### config.mk
export PLATFORM = sky130hd
export DESIGN_NAME = strobe_period_meter
export DESIGN_NICKNAME = d
export VERILOG_FILES = /design/src/rtl/strobe_period_meter.sv
export SDC_FILE = /design/constraint.sdc
export NUM_CORES = 1
export LEC_CHECK = 0
export ABC_CLOCK_PERIOD_IN_PS = 4600
export CORE_ASPECT_RATIO = 0.5
export CORE_MARGIN = 5
export CORE_UTILIZATION = 48
export DETAILED_ROUTE_END_ITERATION = 8
export PLACE_DENSITY_LB_ADDON = 0.15
export SLEW_MARGIN = 20
export SYNTH_ARGS = -nofsm -noshare
export SYNTH_HDL_FRONTEND = slang
export SYNTH_SLANG_ARGS = --single-unit
### constraint.sdc
create_clock -name clk -period 4.6 [get_ports clk]
set_clock_uncertainty 0.1 [all_clocks]
set_input_delay 0.92 -clock clk [delete_from_list [all_inputs] [get_ports clk]]
set_output_delay 0.92 -clock clk [all_outputs]
set_load 0.1 [all_outputs]
### src/rtl/strobe_period_meter.sv
// Strobe period meter: counts enable-qualified ticks between strobes, publishes through a
// one-entry valid/ready register. Optional min/max tracking: STROBE_PERIOD_METER_MINMAX_EN.
module strobe_period_meter #(
  parameter int unsigned WIDTH = 25
) (
  input  logic             clk,
  input  logic             rst,
  input  logic             enable,
  input  logic             strobe_in,
  input  logic [WIDTH-1:0] timeout_value,
  output logic [WIDTH-1:0] period,
  output logic             period_valid,
  input  logic             period_ready,
  output logic             saturated,
  output logic             overrun,
  output logic             timeout,
  output logic [WIDTH-1:0] period_min,
  output logic [WIDTH-1:0] period_max
);

  typedef enum logic [0:0] {StIdle, StMeasure} state_t;

  localparam logic [WIDTH-1:0] AllOnes = '1;
  localparam logic [WIDTH-1:0] One     = WIDTH'(1);

  state_t           state;
  logic [WIDTH-1:0] cnt;
  logic [WIDTH-1:0] cnt_next;
  logic             publish;
  logic             tmo_hit;

  // Saturating increment: the count sticks at all-ones instead of wrapping.
  always_comb begin
    cnt_next = cnt;
    if (enable && (cnt != AllOnes)) begin
      cnt_next = cnt + One;
    end
  end

  assign publish = (state == StMeasure) && strobe_in;
  assign tmo_hit = (state == StMeasure) && !strobe_in && (timeout_value != '0) &&
                   (cnt_next == timeout_value);

  always_ff @(posedge clk) begin
    if (rst) begin
      state        <= StIdle;
      cnt          <= '0;
      period       <= '0;
      period_valid <= 1'b0;
      saturated    <= 1'b0;
      overrun      <= 1'b0;
      timeout      <= 1'b0;
    end else begin
      overrun <= 1'b0;
      timeout <= 1'b0;

      unique case (state)
        StIdle: begin
          cnt <= '0;
          if (strobe_in) begin
            state <= StMeasure;
          end
        end
        StMeasure: begin
          if (strobe_in) begin
            cnt <= '0;
          end else if (tmo_hit) begin
            timeout <= 1'b1;
            state   <= StIdle;
            cnt     <= '0;
          end else begin
            cnt <= cnt_next;
          end
        end
        default: begin
          state <= StIdle;
          cnt   <= '0;
        end
      endcase

      // A publish wins over a same-cycle transfer; overrun only if the old value was not taken.
      if (publish) begin
        period       <= cnt_next;
        saturated    <= (cnt_next == AllOnes);
        period_valid <= 1'b1;
        overrun      <= period_valid && !period_ready;
      end else if (period_valid && period_ready) begin
        period_valid <= 1'b0;
      end
    end
  end

`ifdef STROBE_PERIOD_METER_MINMAX_EN
  logic [WIDTH-1:0] min_q;
  logic [WIDTH-1:0] max_q;

  always_ff @(posedge clk) begin
    if (rst) begin
      min_q <= AllOnes;
      max_q <= '0;
    end else if (publish) begin
      if (cnt_next == AllOnes) begin
        max_q <= AllOnes;
      end else begin
        if (cnt_next < min_q) min_q <= cnt_next;
        if (cnt_next > max_q) max_q <= cnt_next;
      end
    end
  end

  assign period_min = min_q;
  assign period_max = max_q;
`else
  assign period_min = '0;
  assign period_max = '0;
`endif

endmodule
## Word level (Yosys, flattened, before mapping)

Index checks and enable logic that the tools add are counted.

- Bitwise logic cells: 2
- Muxes and demuxes: 11
- Reduce and logical (&&, ||, !) cells: 13
- Eq/ne operators: 3
- $add $sub $neg: 1

Operators by type and width:

| kind | count |
|---|---|
| two-way mux 25 bit | 3 |
| one-hot mux 25 bit (2 select lines) | 1 |
| adder 25 x 1 -> 25 bit, second input constant | 1 |
| == test 25 bit | 1 |
| == test 25 bit, second input constant | 1 |
| inequality test 25 bit, second input constant | 1 |
| nonzero test 25 bit | 1 |
| logical AND 1 bit | 7 |
| two-way mux 1 bit | 6 |
| OR reduction 3 bit | 1 |
| logical NOT 1 bit | 2 |
| inverter 1 bit | 2 |
| one-hot mux 1 bit (2 select lines) | 1 |
| nonzero test 2 bit | 1 |
| OR reduction 2 bit | 1 |

- Word-level logic and storage cells: 37
- Bits in registers: 55

## Depth between registers and ports, before layout

Gate-level depths: netlist of the first run.

- Depth after elaboration: 8
- Depth in mapped cells: 13
- Depth with buffers taken out: 10

## Worst setup path after synthesis of the first run

OpenSTA, ideal clock, no wires.

- Path kind: input to register
- From: in enable
- To: reg cnt[18]
- Arrival: 3.316 ns
- Stages on the path: 10
- Setup slack: 1.063 ns
- Buffers on the path: 1
- Path through: nand3_1 > or4_4 > a211oi_4 > nand4_1 > xor2_1 > xnor2_1 > nand2b_1 > o41ai_4 > buf_4 > nor2_1

- Longest elaborated chain between the ends: 7

RTL lines:

| what | line | text |
|---|---|---|
| from (decl) | 8 | `input logic enable,` |
| logical AND 1 bit (*) | 35 | `if (enable && (cnt != AllOnes)) begin` |
| two-way mux 25 bit (*) | 35 |  |
| == test 25 bit | 42 | `(cnt_next == timeout_value);` |
| logical AND 1 bit | 41 | `assign tmo_hit = (state == StMeasure) && !strobe_in && (timeout_value != '0) &&` |
| two-way mux 25 bit (*) | 67 | `end else if (tmo_hit) begin` |
| two-way mux 25 bit (*) | 65 | `if (strobe_in) begin` |
| one-hot mux 25 bit (2 select lines) (*) | 57 | `unique case (state)` |
| to (signal assigned) | 72 | `cnt <= cnt_next;` |
| to (decl) | 27 | `logic [WIDTH-1:0] cnt;` |

Mark *: on every way between the ends. The rest lies on a longest branch, timed or not.
A chain may end at the register's enable or synchronous reset.

## Worst setup path after layout of the first run

- From: in enable
- To: reg cnt[0]

The elaborated chain is that of the path after synthesis.

==> results of run 1 <==
-- flip-flops by register name, summed over array words and instances, names as in the netlist --
register,flops
period,25
saturated,1
overrun,1
cnt,25
period_valid,1
state,1
timeout,1
-- through the flow --
stage                     area, µm²  setup slack [ns]  cells    util  hold WS (ns)
after global routing           4274            0.2265    583  0.5859        0.4066
after CTS                      4274            0.4145    583  0.5859        0.3801
after floorplan                3772             1.063    480       -        0.4024
after global placement         4114           0.09750    575  0.5640        0.3660
final                          4274            0.3593    583  0.5859        0.3822
after detailed placement       4114            0.1184    575  0.5640        0.3674
-- report_power, final --
group / leakage (nW) / internal, mW / switching (mW)
logic: 0.921 / 0.0694 / 0.326
clock network: 0.0761 / 0.232 / 0.169
registers: 0.447 / 0.490 / 0.00719
-- worst paths after layout --
kind | startpoint | to | slack [ns] | cells past startpoint
worst max-delay path | enable | cnt[0]$_SDFF_PP0_ | 0.36 | 11
worst min-delay path | period_valid$_SDFFE_PP0P_ | overrun$_SDFF_PP0_ | 0.38 | 2
worst max register to register | cnt[0]$_SDFF_PP0_ | cnt[0]$_SDFF_PP0_ | 0.65 | 11
worst min register to register | period_valid$_SDFFE_PP0P_ | overrun$_SDFF_PP0_ | 0.38 | 2
-- worst max-delay path: cells and delay by family --
kind / cells / cell delay [ns]
xor gates and xnor gates: 1 / 0.20
and+or+nand+nor: 4 / 0.97
AOI/OAI and AO/OA: 4 / 1.43
buffers and inverters: 2 / 0.78
-- synth_stat cells (4+ instances only) --
master                      count  area share
sky130_fd_sc_hd__nand2b_1       5      0.0087
sky130_fd_sc_hd__buf_2          9       0.013
sky130_fd_sc_hd__o21ai_0        5      0.0070
sky130_fd_sc_hd__inv_1          6      0.0063
sky130_fd_sc_hd__a211oi_1      27       0.056
sky130_fd_sc_hd__nand4_1       14       0.024
sky130_fd_sc_hd__o2111ai_1      5       0.012
sky130_fd_sc_hd__nand2_1       18       0.019
sky130_fd_sc_hd__o211ai_1       4      0.0084
sky130_fd_sc_hd__and4_1         5       0.012
sky130_fd_sc_hd__dfxtp_1       55        0.31
sky130_fd_sc_hd__xnor2_1       22       0.054
sky130_fd_sc_hd__nor4_1        13       0.023
sky130_fd_sc_hd__clkbuf_1      12       0.013
sky130_fd_sc_hd__nand3b_1       4      0.0084
sky130_fd_sc_hd__xor2_1        21       0.051
sky130_fd_sc_hd__a21oi_1        4      0.0056
sky130_fd_sc_hd__nor3_1         7      0.0098
sky130_fd_sc_hd__nor2_1        63       0.066
sky130_fd_sc_hd__and3_1         5      0.0087
sky130_fd_sc_hd__nand3_1       21       0.029
sky130_fd_sc_hd__buf_4         52        0.11
-- cell families after synthesis --
| logic type | share of synthesized area |
|---|---|
| AOI/OAI and AO/OA | 0.1649 |
| adders and majority gates | 0.003486 |
| other | 0.001045 |
| muxes | 0.008369 |
| xor gates and xnor gates | 0.1158 |
| buffers and inverters | 0.1412 |
| DFF | 0.3068 |
| and+or+nand+nor | 0.2584 |
-- layout by cell type (no fill, tap or decap), drive strengths merged, types with 8 or more instances in the layout --
master / Yosys / final
a211oi: 28 / 28
buf: 62 / 15
clkdlybuf4s50: 0 / 58
conb: 1 / 50
dfxtp: 55 / 55
nand2: 18 / 18
nand3: 21 / 21
nand4: 15 / 15
nor2: 63 / 63
nor4: 16 / 16
o21ai: 8 / 8
xnor2: 22 / 22
xor2: 22 / 22
-- cell type report --
type                    count  area [µm²]
inverters                   6       22.52
well taps                  96       120.1
flip-flops and latches     55        1101
fillers                   699        3020
repair buffers             73       705.7
clock inverters             1       7.507
clock buffers               7       152.6
multi-input cells         345        2165
-- routing by layer --
layer | GRT usage | vias to the layer above
met4 | 0.04402 | 0
met1 | 0.3421 | 1576
met3 | 0.06747 | 10
li1 | - | 1558
met5 | 0 | -
met2 | 0.3097 | 182
==> implementation parameters, run 1 <==
Parameter                              Value

Logic synthesis
  Synthesized flop and latch total ... 55
  Number of instances in the synthesized netlist ... ~430
  Post-synth EDFFs ... 0
  Number of distinct library cells after synthesis ... 63
  Cell area after synthesis ... roughly 3600 µm²
  Yosys warning count ... 0
  Avg Inst Size Synth ... between 8 and 9 µm²
  Asr flop ratio synth ... 0
  Sequential fraction of the synthesis area ... 0.3068
  Most used flip-flop cell after synthesis ... sky130_fd_sc_hd__dfxtp_1

Clock network
  Post-CTS Hold Buffers ... 0
  Register clock-pin slew on the reported worst setup and hold paths ... approximately 0.07 ns
  Number of buffers inserted by post-CTS setup repair ... 0
  CTS H-Tree Depth ... 2
  Clock sink count ... between 50 and 60
  Worst-skew pair later-pin latency ... about 0.29 ns
  Root cell of the clock tree ... sky130_fd_sc_hd__clkbuf_16
  Number of buffers added by the clock tree synthesis step ... 5
  Number of gates given a new drive strength after cts ... 0
  CTS tree ... yes
  Maximum buffer depth of the clock tree ... 2

STA
  Least-Margin Pin Slew ... approximately 0.99 ns
  Hold Violations, Final ... 0
  Setup violations, final ... 0
  RSZ-0062 raised after global routing ... no
  Clock period minus final worst setup slack ... between 4 and 5 ns
  Final Cycle Share ... 0.9219
  Sum of negative setup slack ... 0 ns
  Final Max Tran Viols ... 0
  Headroom to the max-slew limit ... 0.3411
  Maximum achievable frequency ... approximately 0.24 GHz

GRT
  Number of global-route vias before repair ... between 2,000 and 3,000
  Largest net degree at the start of global routing ... 49
  Gr ovfl total ... 0
  Global-route usage over all layers ... 0.2245
  Initial antenna violation count ... 0
  Wire length of the first global-routing pass ... 16,620 µm

Setup path
  Delay of the slowest cell on the worst path ... 0.59 ns
  Data arrival time of the critical path ... ~4.3 ns
  Element type at the critical path start ... input port
  Slowest cell on the critical path ... sky130_fd_sc_hd__or4_4
  CP Max Fanout ... 21
  CP required ... about 4.7 ns
  Type of the setup path with the least slack ... in -> reg
  Critical path endpoint category ... register
  Critical path cell sequence ... clkdlybuf4s50_1 > nand3_1 > or4_4 > a211oi_4 > xnor2_1 > o221ai_1 > a211oi_1 > nand2_1 > o41ai_4 > buf_12 > nor2_1

Routing
  First-pass iteration count of the detailed router ... 6
  Vias ... between 3,000 and 4,000
  Number of design rule violations left after detail routing ... 0
  Top layer used by detailed routing ... met4
  Detailed Route Iter0 Violations ... 310
  Metal-1 WL ... 5372 µm
  Antenna viol nets, final ... 0
  Routed wire length on met3 ... 1230 µm
  Routed WL per cell ... 18.81 µm
  Routed via count divided by cell count ... about 5.7
  Routed wire length ... 10,960 µm
  Detail Route met2 WL ... around 4200 µm

Floorplan
  Initial standard-cell utilization of the core ... 0.4919
  Core area ... approximately 7300 µm²
  Chip Height ... just over 70 µm
  IO Pins ... about 110
  Die area ... ~9400 µm²
  Chip Width ... 132.3 µm
  Floorplan row count ... 22

Placed design
  IO buf count ... 58
  Half-perimeter wire length after placement ... 8739 µm
  Weighted congestion at the end of routability-driven global placement ... 1.013

Job
  Max-cap violations ... 0

Outcome
  Outcome ... complete, no violations

Cells and area
  Fin nets ... 517
  Diodes inserted ... 0
  Proportion of layout cells with a drive suffix above 1 ... 0.07598
  Synth-to-layout area growth ... 19.11%

Power and ir drop
  Total power divided by cell area ... 302.4 nW/µm²
  P_leak ... approximately 1.4 nW
  Max rail drop VDD ... 0.2145 mV
  Overall power ... 1.292 mW

Worst hold path
  Hold/Removal Path Class ... reg -> reg
No activity file was read; power rests on OpenSTA's default activity.
==> run 2: changes to the inputs <==
SLEW_MARGIN = default   (was 20)
==> results of run 2 <==
No change in the layout: final DEF, timing and power equal those of run 1.
